--- config.mk ---
export PLATFORM = sky130hd
export DESIGN_NAME = clk_div_ctrl
export DESIGN_NICKNAME = d
export VERILOG_FILES = /design/src/rtl/clk_div_ctrl.sv
export SDC_FILE = /design/constraint.sdc
export NUM_CORES = 1
export LEC_CHECK = 0
export CAP_MARGIN = 40
export CORE_MARGIN = 2
export CORE_UTILIZATION = 40
export CTS_BUF_LIST = sky130_fd_sc_hd__clkbuf_8
export CTS_CLUSTER_SIZE = 24
export DETAILED_ROUTE_END_ITERATION = 16
export GPL_ROUTABILITY_DRIVEN = 1
export HOLD_SLACK_MARGIN = 0.05
export SYNTH_ARGS = -nofsm -noshare
export SYNTH_HDL_FRONTEND = slang
export SYNTH_SLANG_ARGS = --single-unit
--- constraint.sdc ---
create_clock -name clk -period 5.1 [get_ports clk]
set_input_delay 1.02 -clock clk [delete_from_list [all_inputs] [get_ports clk]]
set_output_delay 1.02 -clock clk [all_outputs]
set_load 0.02 [all_outputs]
--- src/rtl/clk_div_ctrl.sv ---
// rtl/clk_div_ctrl.sv - programmable clock divider with start/stop control and ratio handshake
// Optional feature macro CLKDIV_TICK_CNT_EN adds a 16-bit wrapping tick counter output.
module clk_div_ctrl #(
  parameter int unsigned W       = 8,
  parameter int unsigned DEF_DIV = 2
) (
  input  logic         clk,
  input  logic         rst,
  input  logic         start,
  input  logic         stop,
  input  logic         div_req,
  input  logic [W-1:0] div_val,
  output logic         div_ack,
  output logic         div_err,
  output logic         q,
  output logic         tick,
`ifdef CLKDIV_TICK_CNT_EN
  output logic [15:0]  tick_cnt,
`endif
  output logic         busy
);

  typedef enum logic [1:0] {IDLE, RUN, STOPPING} state_t;

  state_t         state_q, state_d;
  logic [W-1:0]   cnt_q, cnt_d;
  logic [W-1:0]   ratio_q, ratio_d;
  logic [W-1:0]   pend_val_q, pend_val_d;
  logic           pend_q, pend_d;
  logic           q_q, q_d;
  logic           tick_q, tick_d;
  logic           ack_q, ack_d;
  logic           err_q, err_d;
  logic           last;
  logic           apply;
  logic           capture;

  // Last cycle of the current period; ratio >= 2 so the subtraction never wraps.
  assign last = (cnt_q == ratio_q - W'(1));

  always_ff @(posedge clk) begin
    if (rst) state_q <= IDLE;
    else     state_q <= state_d;
  end

  always_comb begin
    state_d = state_q;
    case (state_q)
      IDLE:     if (start && !stop) state_d = RUN;
      RUN:      if (stop) state_d = last ? IDLE : STOPPING;
      STOPPING: begin
        if (start)     state_d = RUN;
        else if (last) state_d = IDLE;
      end
      default:  state_d = IDLE;
    endcase
  end

  always_comb begin
    apply      = pend_q && ((state_q == IDLE) || last);
    capture    = div_req && (div_val >= W'(2)) && !pend_q;
    ratio_d    = apply ? pend_val_q : ratio_q;
    pend_d     = capture | (pend_q & ~apply);
    pend_val_d = capture ? div_val : pend_val_q;
    err_d      = div_req && (div_val < W'(2));
    ack_d      = apply;

    if ((state_d == IDLE) || (state_q == IDLE) || last) cnt_d = '0;
    else                                                cnt_d = cnt_q + W'(1);

    // Outputs are registered from the next count so q/tick line up with cnt.
    q_d    = (state_d != IDLE) && (cnt_d < (ratio_d >> 1));
    tick_d = (state_d != IDLE) && (cnt_d == '0);
  end

  always_ff @(posedge clk) begin
    if (rst) begin
      cnt_q      <= '0;
      ratio_q    <= W'(DEF_DIV);
      pend_q     <= 1'b0;
      pend_val_q <= '0;
      q_q        <= 1'b0;
      tick_q     <= 1'b0;
      ack_q      <= 1'b0;
      err_q      <= 1'b0;
    end else begin
      cnt_q      <= cnt_d;
      ratio_q    <= ratio_d;
      pend_q     <= pend_d;
      pend_val_q <= pend_val_d;
      q_q        <= q_d;
      tick_q     <= tick_d;
      ack_q      <= ack_d;
      err_q      <= err_d;
    end
  end

  assign q       = q_q;
  assign tick    = tick_q;
  assign div_ack = ack_q;
  assign div_err = err_q;
  assign busy    = (state_q != IDLE);

`ifdef CLKDIV_TICK_CNT_EN
  logic [15:0] tick_cnt_q, tick_cnt_d;

  always_comb begin
    tick_cnt_d = tick_cnt_q + {15'd0, tick_q};
  end

  always_ff @(posedge clk) begin
    if (rst) tick_cnt_q <= 16'd0;
    else     tick_cnt_q <= tick_cnt_d;
  end

  assign tick_cnt = tick_cnt_q;
`endif

endmodule

* Word-level counts from Yosys, hierarchy flattened *
Index checks and enable logic that the tools add are counted.

cells by class
  $add $sub $neg = 2
  $mul = 0
  div/mod/pow operators = 0
  $lt $le $gt $ge = 3
  equality and inequality tests = 3
  shifts and indexed selects = 0
  muxes and demuxes = 8
  bitwise gates (word level) = 3
  reduce and logical (&&, ||, !) cells = 17

operators by type and width
  operator                                                                             number
  8-bit two-way mux                                                                    2
  2-bit two-way mux                                                                    5
  8-bit by 1-bit adder with 8-bit output, second input constant                        1
  8-bit == test                                                                        1
  8-bit by 2-bit greater-or-equal comparator with 1-bit output, second input constant  1
  8-bit zero test                                                                      1
  8-bit by 2-bit < comparator with 1-bit output, second input constant                 1
  8-bit by 7-bit < comparator with 1-bit output                                        1
  8-bit by 1-bit subtractor with 8-bit output, second input constant                   1
  1-bit logical AND                                                                    7
  2-bit one-hot mux with 3 select lines                                                1
  2-bit zero test                                                                      2
  2-bit nonzero test                                                                   2
  1-bit logical OR                                                                     3
  2-bit by 1-bit == test with 1-bit output, second input constant                      1
  2-bit == test, second input constant                                                 1
  1-bit zero test                                                                      2
  1-bit AND                                                                            1
  1-bit NOT                                                                            1
  1-bit OR                                                                             1

word-level totals
  flip-flop bits (word level) = 31
  bits in latches = 0
  bits in writable memories = 0
  memory bits (read-only) = 0
  input bits = 13
  output and inout bits = 5
  word-level logic and storage cells = 46
  memories kept = 0

* Depth between registers and ports, before layout *
Gate-level depths: netlist of the first run.

  depth in word-level cells = 11
  mapped depth = 17
  depth with buffers taken out = 16

* Least setup slack after synthesis of the first run *
OpenSTA, ideal clock, no wires.

  kind = flip-flop to flip-flop
  start = register ratio_q[0]
  end = register q_q, in the netlist q
  setup time = 0.086 ns
  arrival time = 3.322 ns
  required time = 5.014 ns
  slack = 1.692 ns
  cell stages (with the launch flop) = 15
  cells stage by stage = dfxtp_1 or4_1 or3_4 a2111oi_4 o211a_1 o21ai_2 mux2i_1 ha_1 a21o_1 a21o_1 a21oi_1 nor2b_1 o21ai_0 nand2b_1 a211oi_1

on the way
  word-level cells in the longest chain between the ends = 11

RTL lines
  what                                             line    RTL
  from (decl)                                      27      logic [W-1:0] ratio_q, ratio_d;
  from (signal assigned)                           79      ratio_q <= W'(DEF_DIV);
  from (signal assigned)                           88      ratio_q <= ratio_d;
  8-bit by 1-bit subtractor with 8-bit output (*)  39      assign last = (cnt_q == ratio_q - W'(1));
  8-bit == test (*)                                39
  2-bit two-way mux, on equally long branches      53, 50
  2-bit two-way mux, on equally long branches      52, 50
  2-bit one-hot mux with 3 select lines            48      case (state_q)
  2-bit zero test                                  68      if ((state_d == IDLE) || (state_q == IDLE) || last) cnt_d = '0;
  1-bit logical OR (2 in series)                   68
  8-bit two-way mux                                68
  8-bit by 7-bit < comparator with 1-bit output    72      q_d = (state_d != IDLE) && (cnt_d < (ratio_d >> 1));
  1-bit logical AND (*)                            72
  to (signal assigned)                             91      q_q <= q_d;
  to (decl)                                        30      logic q_q, q_d;

Every way passes the cells marked *; elsewhere a longest branch is shown, timed or not.
A chain may end at the register's enable or synchronous reset.

* Worst setup path after layout of the first run *
Ends and elaborated chain as after synthesis.

==> impl_metrics.env, run 1 <==
export IMPL_regArea_sq_um=621
export IMPL_cts_clk_slew_worst_paths_ns=0.07
export IMPL_detailed_place_hpwl_um=2900
export IMPL_global_route_usage_total=0.182
export IMPL_worstPathCellList="or4_1, or3_4, a2111oi_4, o211a_1, o21ai_2, mux2i_1, ha_1, a21o_1, a21o_1, a21oi_1, nor2b_1, o21ai_0, nand2b_1, a211oi_1"
export IMPL_grt_first_pass_wirelength_um=6080
export IMPL_syn2layout_area_growth_pct=20.1
export IMPL_detailedRoute_firstPassIterationCount=4
export IMPL_totalWireLength_um=3740
export IMPL_latest_clock_arrival_within_the_worst_skew_pair_ns=0.29
export IMPL_min_period_ns=3.67
export IMPL_cpMostUsedCell="a21o_1"
export IMPL_syn_mean_instance_area_sq_um=8.97
export IMPL_synth_fp_nets=206
export IMPL_final_setup_skew_ns=0.00406
export IMPL_timing_critical_path_from_type="register"
export IMPL_timing_fmax_ghz=0.273
export IMPL_num_nets_final=223
export IMPL_row_count=23
export IMPL_insertedDiodeCount=0
export IMPL_final_min_period_over_clock_period=0.719
export IMPL_hold_vio_cnt_final=0
export IMPL_grt_max_degree=25
export IMPL_drt_drc_violations_left=0
export IMPL_vias_per_cell=5.28
export IMPL_synth_seq_area_share=0.374
export IMPL_max_slew_worst_pin_slew_ns=0.926
export IMPL_final_fill_count=357
export IMPL_power_leakage_uw=0.000847
export IMPL_count_of_nets_left_with_antenna_violations_after_detail_routing=0
export IMPL_postSynth_topFlopCell="dfxtp_1"
export IMPL_fp_dieW_um=68.4
export IMPL_synth_async_reset_ratio=0
export IMPL_rsz0062_at_grt="no"
export IMPL_detailroute_via_count=1337
export IMPL_synth_area_sq_um=1660
export IMPL_gpl_final_weighted_congestion=0.830
export IMPL_chipHeight_um=68.4
export IMPL_cts_tree="done"
export IMPL_cts_num_sinks=31
export IMPL_final_hold_slack_ns=0.478
export IMPL_max_slew_margin=0.381
export IMPL_portBuffers=17
export IMPL_overflow=0
export IMPL_number_of_antenna_violations_at_the_first_check_in_global_routing=0
export IMPL_start_util=0.415
export IMPL_finalSetupTns_ns=0
export IMPL_cts_resized=0
export IMPL_cts_htree_levels=2
export IMPL_cts_hold_buf=0
export IMPL_drt_iter0_drc=60
export IMPL_synth_cell_types=42
export IMPL_timing_max_cap_violations=0
export IMPL_setup_violations=0
export IMPL_wire_per_inst_um=14.8
export IMPL_status="finished, final reports clean"
export IMPL_multi_input_comb_area_sq_um=973
export IMPL_synth_enable_flop_cells=0
export IMPL_ys_ff_latch=31
export IMPL_endpoint_kind="register"
export IMPL_vias_in_the_first_global_route=1305
export IMPL_cts_root_buf="clkbuf_8"
export IMPL_vdd_ir_drop_max_uv=172
export IMPL_cts_repair_timing_setup_buffer_count=0
export IMPL_power_density_nw_per_um2=323
export IMPL_layout_drive_gt1_share=0.0739
export IMPL_design_portCount=18
export IMPL_worstSetupPathType="register to register"
export IMPL_design_core_area_sq_um=4000
export IMPL_critPathMaxFanout=8
export IMPL_cts_inserted_buffers=5
export IMPL_report_final_slew_viol_count=0
export IMPL_netlist_instances=185
export IMPL_largest_stage_delay_worst_path_ns=0.55
export IMPL_worst_endpoint_arrival_ns=3.87
export IMPL_critical_path_slowest_cell="or4_1"
export IMPL_rrSetupSlack_ns=1.43
export IMPL_floorplan_die_area_sq_um=4680
export IMPL_min_path_type="register to register"
export IMPL_ctsLongestPathBuffers=2
export IMPL_ys_warn_count=0
export IMPL_critPathRequiredTime_ns=5.30
[cell usage after synthesis (2+ instances only)]
| master | instances | area (sq um) |
|---|---|---|
| nand2_1 | 7 | 26.3 |
| a21oi_1 | 7 | 35.0 |
| and3_1 | 2 | 12.5 |
| dfxtp_1 | 31 | 621 |
| xnor2_1 | 6 | 52.6 |
| o211a_1 | 4 | 40.0 |
| inv_1 | 8 | 30.0 |
| a21o_1 | 2 | 15.0 |
| a211oi_1 | 4 | 30.0 |
| nor2b_1 | 2 | 12.5 |
| or3_4 | 2 | 22.5 |
| mux2i_1 | 14 | 140 |
| nor4_1 | 3 | 18.8 |
| xor2_1 | 9 | 78.8 |
| nand3_1 | 6 | 30.0 |
| o21ai_0 | 2 | 10.0 |
| nor2_1 | 34 | 128 |
| nor3_1 | 7 | 35.0 |
| clkbuf_1 | 5 | 18.8 |
| ha_1 | 8 | 100 |
[final timing paths]
check,to,cells past startpoint,startpoint
max reg2reg,q$_SDFF_PP0_,14,ratio_q[0]$_SDFFE_PP0P_
min reg2reg,ratio_q[0]$_SDFFE_PP0P_,2,pend_val_q[0]$_SDFFE_PP0P_
min,ratio_q[0]$_SDFFE_PP0P_,2,pend_val_q[0]$_SDFFE_PP0P_
max,q$_SDFF_PP0_,14,ratio_q[0]$_SDFFE_PP0P_
[routing by layer]
metal	vias up	track usage	wire length [um]
li1	690	-	-
met5	-	0	0
met2	26	0.315	1920
met1	615	0.206	1610
met4	0	0.0825	59
met3	6	0.0526	152
[where the power goes]
part	switching [uW]	total, uW	internal [uW]
combinational	47.7	88.7	41.0
clock	97.0	292	195
sequential	10.3	263	253
[cell usage in the layout (no fill, tap or decap), types with 4 or more instances in the layout]
master	instances
dfxtp_1	31
a21oi_1	7
nor2_1	34
nor3_1	7
ha_1	8
xnor2_1	6
mux2i_1	14
clkdlybuf4s50_1	17
xor2_1	9
nand2_1	7
clkbuf_8	5
o211a_1	4
nand3_1	6
a211oi_1	4
inv_1	8
[worst max-delay path: cells and delay by family, from the launching register on]
kind / cells / cell delay [ns]
adder cells (fa/ha/maj): 1 / 0.28
AND/OR/NAND/NOR: 4 / 1.02
AO/OA/AOI/OAI: 8 / 1.64
multiplexers: 1 / 0.26
flip-flops: 1 / 0.37
[state kept, by name, indices dropped and copies added, names as in the netlist]
signal	count
cnt_q	8
pend_val_q	8
ratio_q	8
state_q	2
div_ack	1
div_err	1
pend_q	1
q	1
tick	1
[cell type report]
cell class,count,area share
inverter,8,0.0151
timing repair buffer,17,0.0854
multi-input combinational,139,0.488
sequential,31,0.311
clock inverter,3,0.0339
clock buffer,5,0.0345
tap,50,0.0314
[logic make-up (layout without fill, tap and decap cells)]
logic type	after synthesis	count (layout)	synth area share
AO/OA/AOI/OAI	29	29	0.144
XOR/XNOR	15	15	0.0792
adder cells (fa/ha/maj)	8	8	0.0603
buffers and inverters	15	33	0.0392
flip-flops	31	31	0.374
multiplexers	14	14	0.0845
AND/OR/NAND/NOR	73	73	0.219
[metrics by stage]
step	area (sq um)	setup WS (ns)	instances	utilization	total power, uW
final	1990	1.43	253	0.498	644
after global routing	1990	1.05	253	0.498	671
after CTS	1990	1.41	253	0.498	650
after detailed placement	1860	1.43	245	0.464	357
after global placement	1860	1.55	245	0.464	353
after floorplan	1660	1.69	185	-	328
Note: power is estimated with default switching activity, not from simulation.
==> run 2: changes to the inputs <==
clock period = 3 ns   (was 5.1 ns; I/O delays follow)
==> run 2 against run 1 <==
Effect of this change: the flow now finishes with violations (negative setup slack); worst hold slack lost 0.018 ns; sequential power grew 68%; clock skew shrank 0.00068 ns; final area grew 9.7%; non-clock buffer count grew 28; via count grew 9.3%; global-route usage grew 1.1 points; count of clock-buffer cells in the layout is the same; core utilization grew 4.8 points; register-to-register slack lost 1.7 ns; largest power group is now sequential cells.
==> impl_metrics.env, run 2 (synthesis gave the netlist of run 1 again) <==
export IMPL_finalWorstSetupSlack_ns=-0.270
export IMPL_netSwitchingFraction=0.279
export IMPL_critPathRequiredTime_ns=3.21
export IMPL_min_path_type="register to register"
export IMPL_setup_violations=1
export IMPL_detailedRoute_firstPassIterationCount=4
export IMPL_row_count=23
export IMPL_worstSetupPathType="register to register"
export IMPL_rsz0062_at_grt="yes"
export IMPL_place_area_sq_um=2070
export IMPL_drt_iter0_drc=52
export IMPL_global_route_usage_total=0.193
export IMPL_top_regs="cnt_q x8, pend_val_q x8, ratio_q x8"
export IMPL_detailed_place_hpwl_um=3200
export IMPL_largest_stage_delay_worst_path_ns=0.53
export IMPL_design_core_area_sq_um=4000
export IMPL_cts_root_buf="clkbuf_8"
export IMPL_fp_dieW_um=68.4
export IMPL_final_setup_skew_ns=0.00338
export IMPL_grt_first_pass_wirelength_um=6600
export IMPL_overflow=0
export IMPL_floorplan_die_area_sq_um=4680
export IMPL_power_share_combinational=0.208
export IMPL_grt_max_degree=16
export IMPL_ctsLongestPathBuffers=2
export IMPL_design_portCount=18
export IMPL_endpoint_kind="register"
export IMPL_detailroute_via_count=1462
export IMPL_count_of_nets_left_with_antenna_violations_after_detail_routing=0
export IMPL_vias_per_cell=5.20
export IMPL_finalSetupTns_ns=-0.270
export IMPL_num_nets_final=251
export IMPL_finalInstanceArea_sq_um=2190
export IMPL_power_density_nw_per_um2=438
export IMPL_totalWireLength_um=3950
export IMPL_max_slew_worst_pin_slew_ns=0.839
export IMPL_p_switching_uw=268
export IMPL_cpLargestDelayFamily="compound AO/OA/AOI/OAI gates"
export IMPL_status="complete, but fails checks"
export IMPL_finalPower_uw=958
export IMPL_cts_htree_levels=2
export IMPL_timing_max_cap_violations=0
export IMPL_clockPowerShare=0.330
export IMPL_critPathMaxFanout=7
export IMPL_drt_drc_violations_left=0
export IMPL_cts_clk_slew_worst_paths_ns=0.07
export IMPL_chipHeight_um=68.4
export IMPL_worst_endpoint_arrival_ns=3.48
export IMPL_insertedDiodeCount=0
export IMPL_min_period_ns=3.27
export IMPL_timing_fmax_ghz=0.306
export IMPL_start_util=0.415
export IMPL_failed_checks="negative setup slack"
export IMPL_number_of_antenna_violations_at_the_first_check_in_global_routing=0
export IMPL_power_leakage_uw=0.000967
export IMPL_final_min_period_over_clock_period=1.09
export IMPL_power_frac_seq=0.463
export IMPL_layout_drive_gt1_share=0.212
export IMPL_cts_tree="done"
export IMPL_cts_num_sinks=31
export IMPL_max_slew_margin=0.439
export IMPL_portBuffers=17
export IMPL_critical_path_slowest_cell="or4_4"
export IMPL_hold_vio_cnt_final=0
export IMPL_latest_clock_arrival_within_the_worst_skew_pair_ns=0.28
export IMPL_critical_path_buf_inv_count=1
export IMPL_gpl_final_weighted_congestion=0.929
export IMPL_syn2layout_area_growth_pct=31.8
export IMPL_layout_commonest_cell="nor2_1"
export IMPL_wire_per_inst_um=14.1
export IMPL_vias_in_the_first_global_route=1409
export IMPL_most_common_layout_cells="nor2_1 (34), dfxtp_1 (31), buf_4 (28)"
export IMPL_intPower_uw=690
export IMPL_cts_inserted_buffers=5
export IMPL_worstPathCellList="or4_4, or3_4, a2111oi_4, o211a_1, o21ai_4, buf_4, mux2i_2, ha_1, a21o_1, a21oi_1, nor2b_1, o21ai_1, nand2b_1, a211oi_2"
export IMPL_timing_critical_path_from_type="register"
export IMPL_vdd_ir_drop_max_uv=331
export IMPL_report_final_slew_viol_count=0
export IMPL_detailedPlace_worstSlack_ns=-0.300
-- run 2: cell types whose count changed in the layout (fill, tap and decap cells not counted), sizes merged --
cell | before | now
buf | 0 | 28
clkinv | 0 | 3
bufinv | 2 | 0
clkinvlp | 1 | 0
-- run 2: path summary, 6_finish.rpt --
kind	startpoint	to	slack (ns)	cells past startpoint
max	ratio_q[6]$_SDFF_PP0_	q$_SDFF_PP0_	-0.27	14
min	pend_val_q[0]$_SDFFE_PP0P_	ratio_q[0]$_SDFFE_PP0P_	0.46	2
max reg2reg	ratio_q[6]$_SDFF_PP0_	q$_SDFF_PP0_	-0.27	14
min reg2reg	pend_val_q[0]$_SDFFE_PP0P_	ratio_q[0]$_SDFFE_PP0P_	0.46	2
-- run 2: power groups by stage --
stage / combinational [uW] / clock [uW] / sequential [uW]
floorplan: 107 / 0 / 453
global placement: 186 / 0 / 451
detailed placement: 190 / 0 / 452
CTS: 194 / 323 / 443
global route: 217 / 344 / 445
finish: 199 / 316 / 443
-- run 2: routing by layer --
| metal | up-vias | GRT usage | wire (um) |
|---|---|---|---|
| met4 | 0 | 0.0850 | 93 |
| met3 | 10 | 0.0428 | 162 |
| met5 | - | 0 | 0 |
| met1 | 671 | 0.249 | 1820 |
| li1 | 743 | - | - |
| met2 | 38 | 0.308 | 1880 |
-- run 2: through the flow --
stage	cells	utilization	hold slack (ns)
6_report	281	0.547	0.460
5_1_grt	281	0.547	0.492
4_1_cts	280	0.541	0.468
3_5_place_dp	272	0.517	0.456
3_3_place_gp	272	0.517	0.450
2_1_floorplan	185	-	0.431
-- run 2: what timing repair did --
action | 4_1_cts | 5_1_grt
hold buffers | 0 | 0
endpoints found under the setup margin | 1 | 1
gates resized for setup | 3 | 4
setup buffers | 0 | 1
pin swaps | 1 | 1
-- run 2: tightest hold or removal path: cells and delay by family, from the launching register on --
family,cells,cell delay [ns]
AO/OA/AOI/OAI,1,0.05
flip-flops,1,0.31
AND/OR/NAND/NOR,1,0.06
-- run 2: final cells by class --
cell class                 count  area (sq um)
clock buffer                   5          68.8
clock inverter                 3          15.0
fill                         355          1810
inverter                       8          30.0
multi-input combinational    139          1010
sequential                    31           621
tap                           50          62.6
timing repair buffer          45           380
==> run 3: changes to the inputs <==
SLEW_MARGIN = 0   (was unset)
==> results of run 3 <==
Final layout, timing and power as in run 2 (identical DEF).
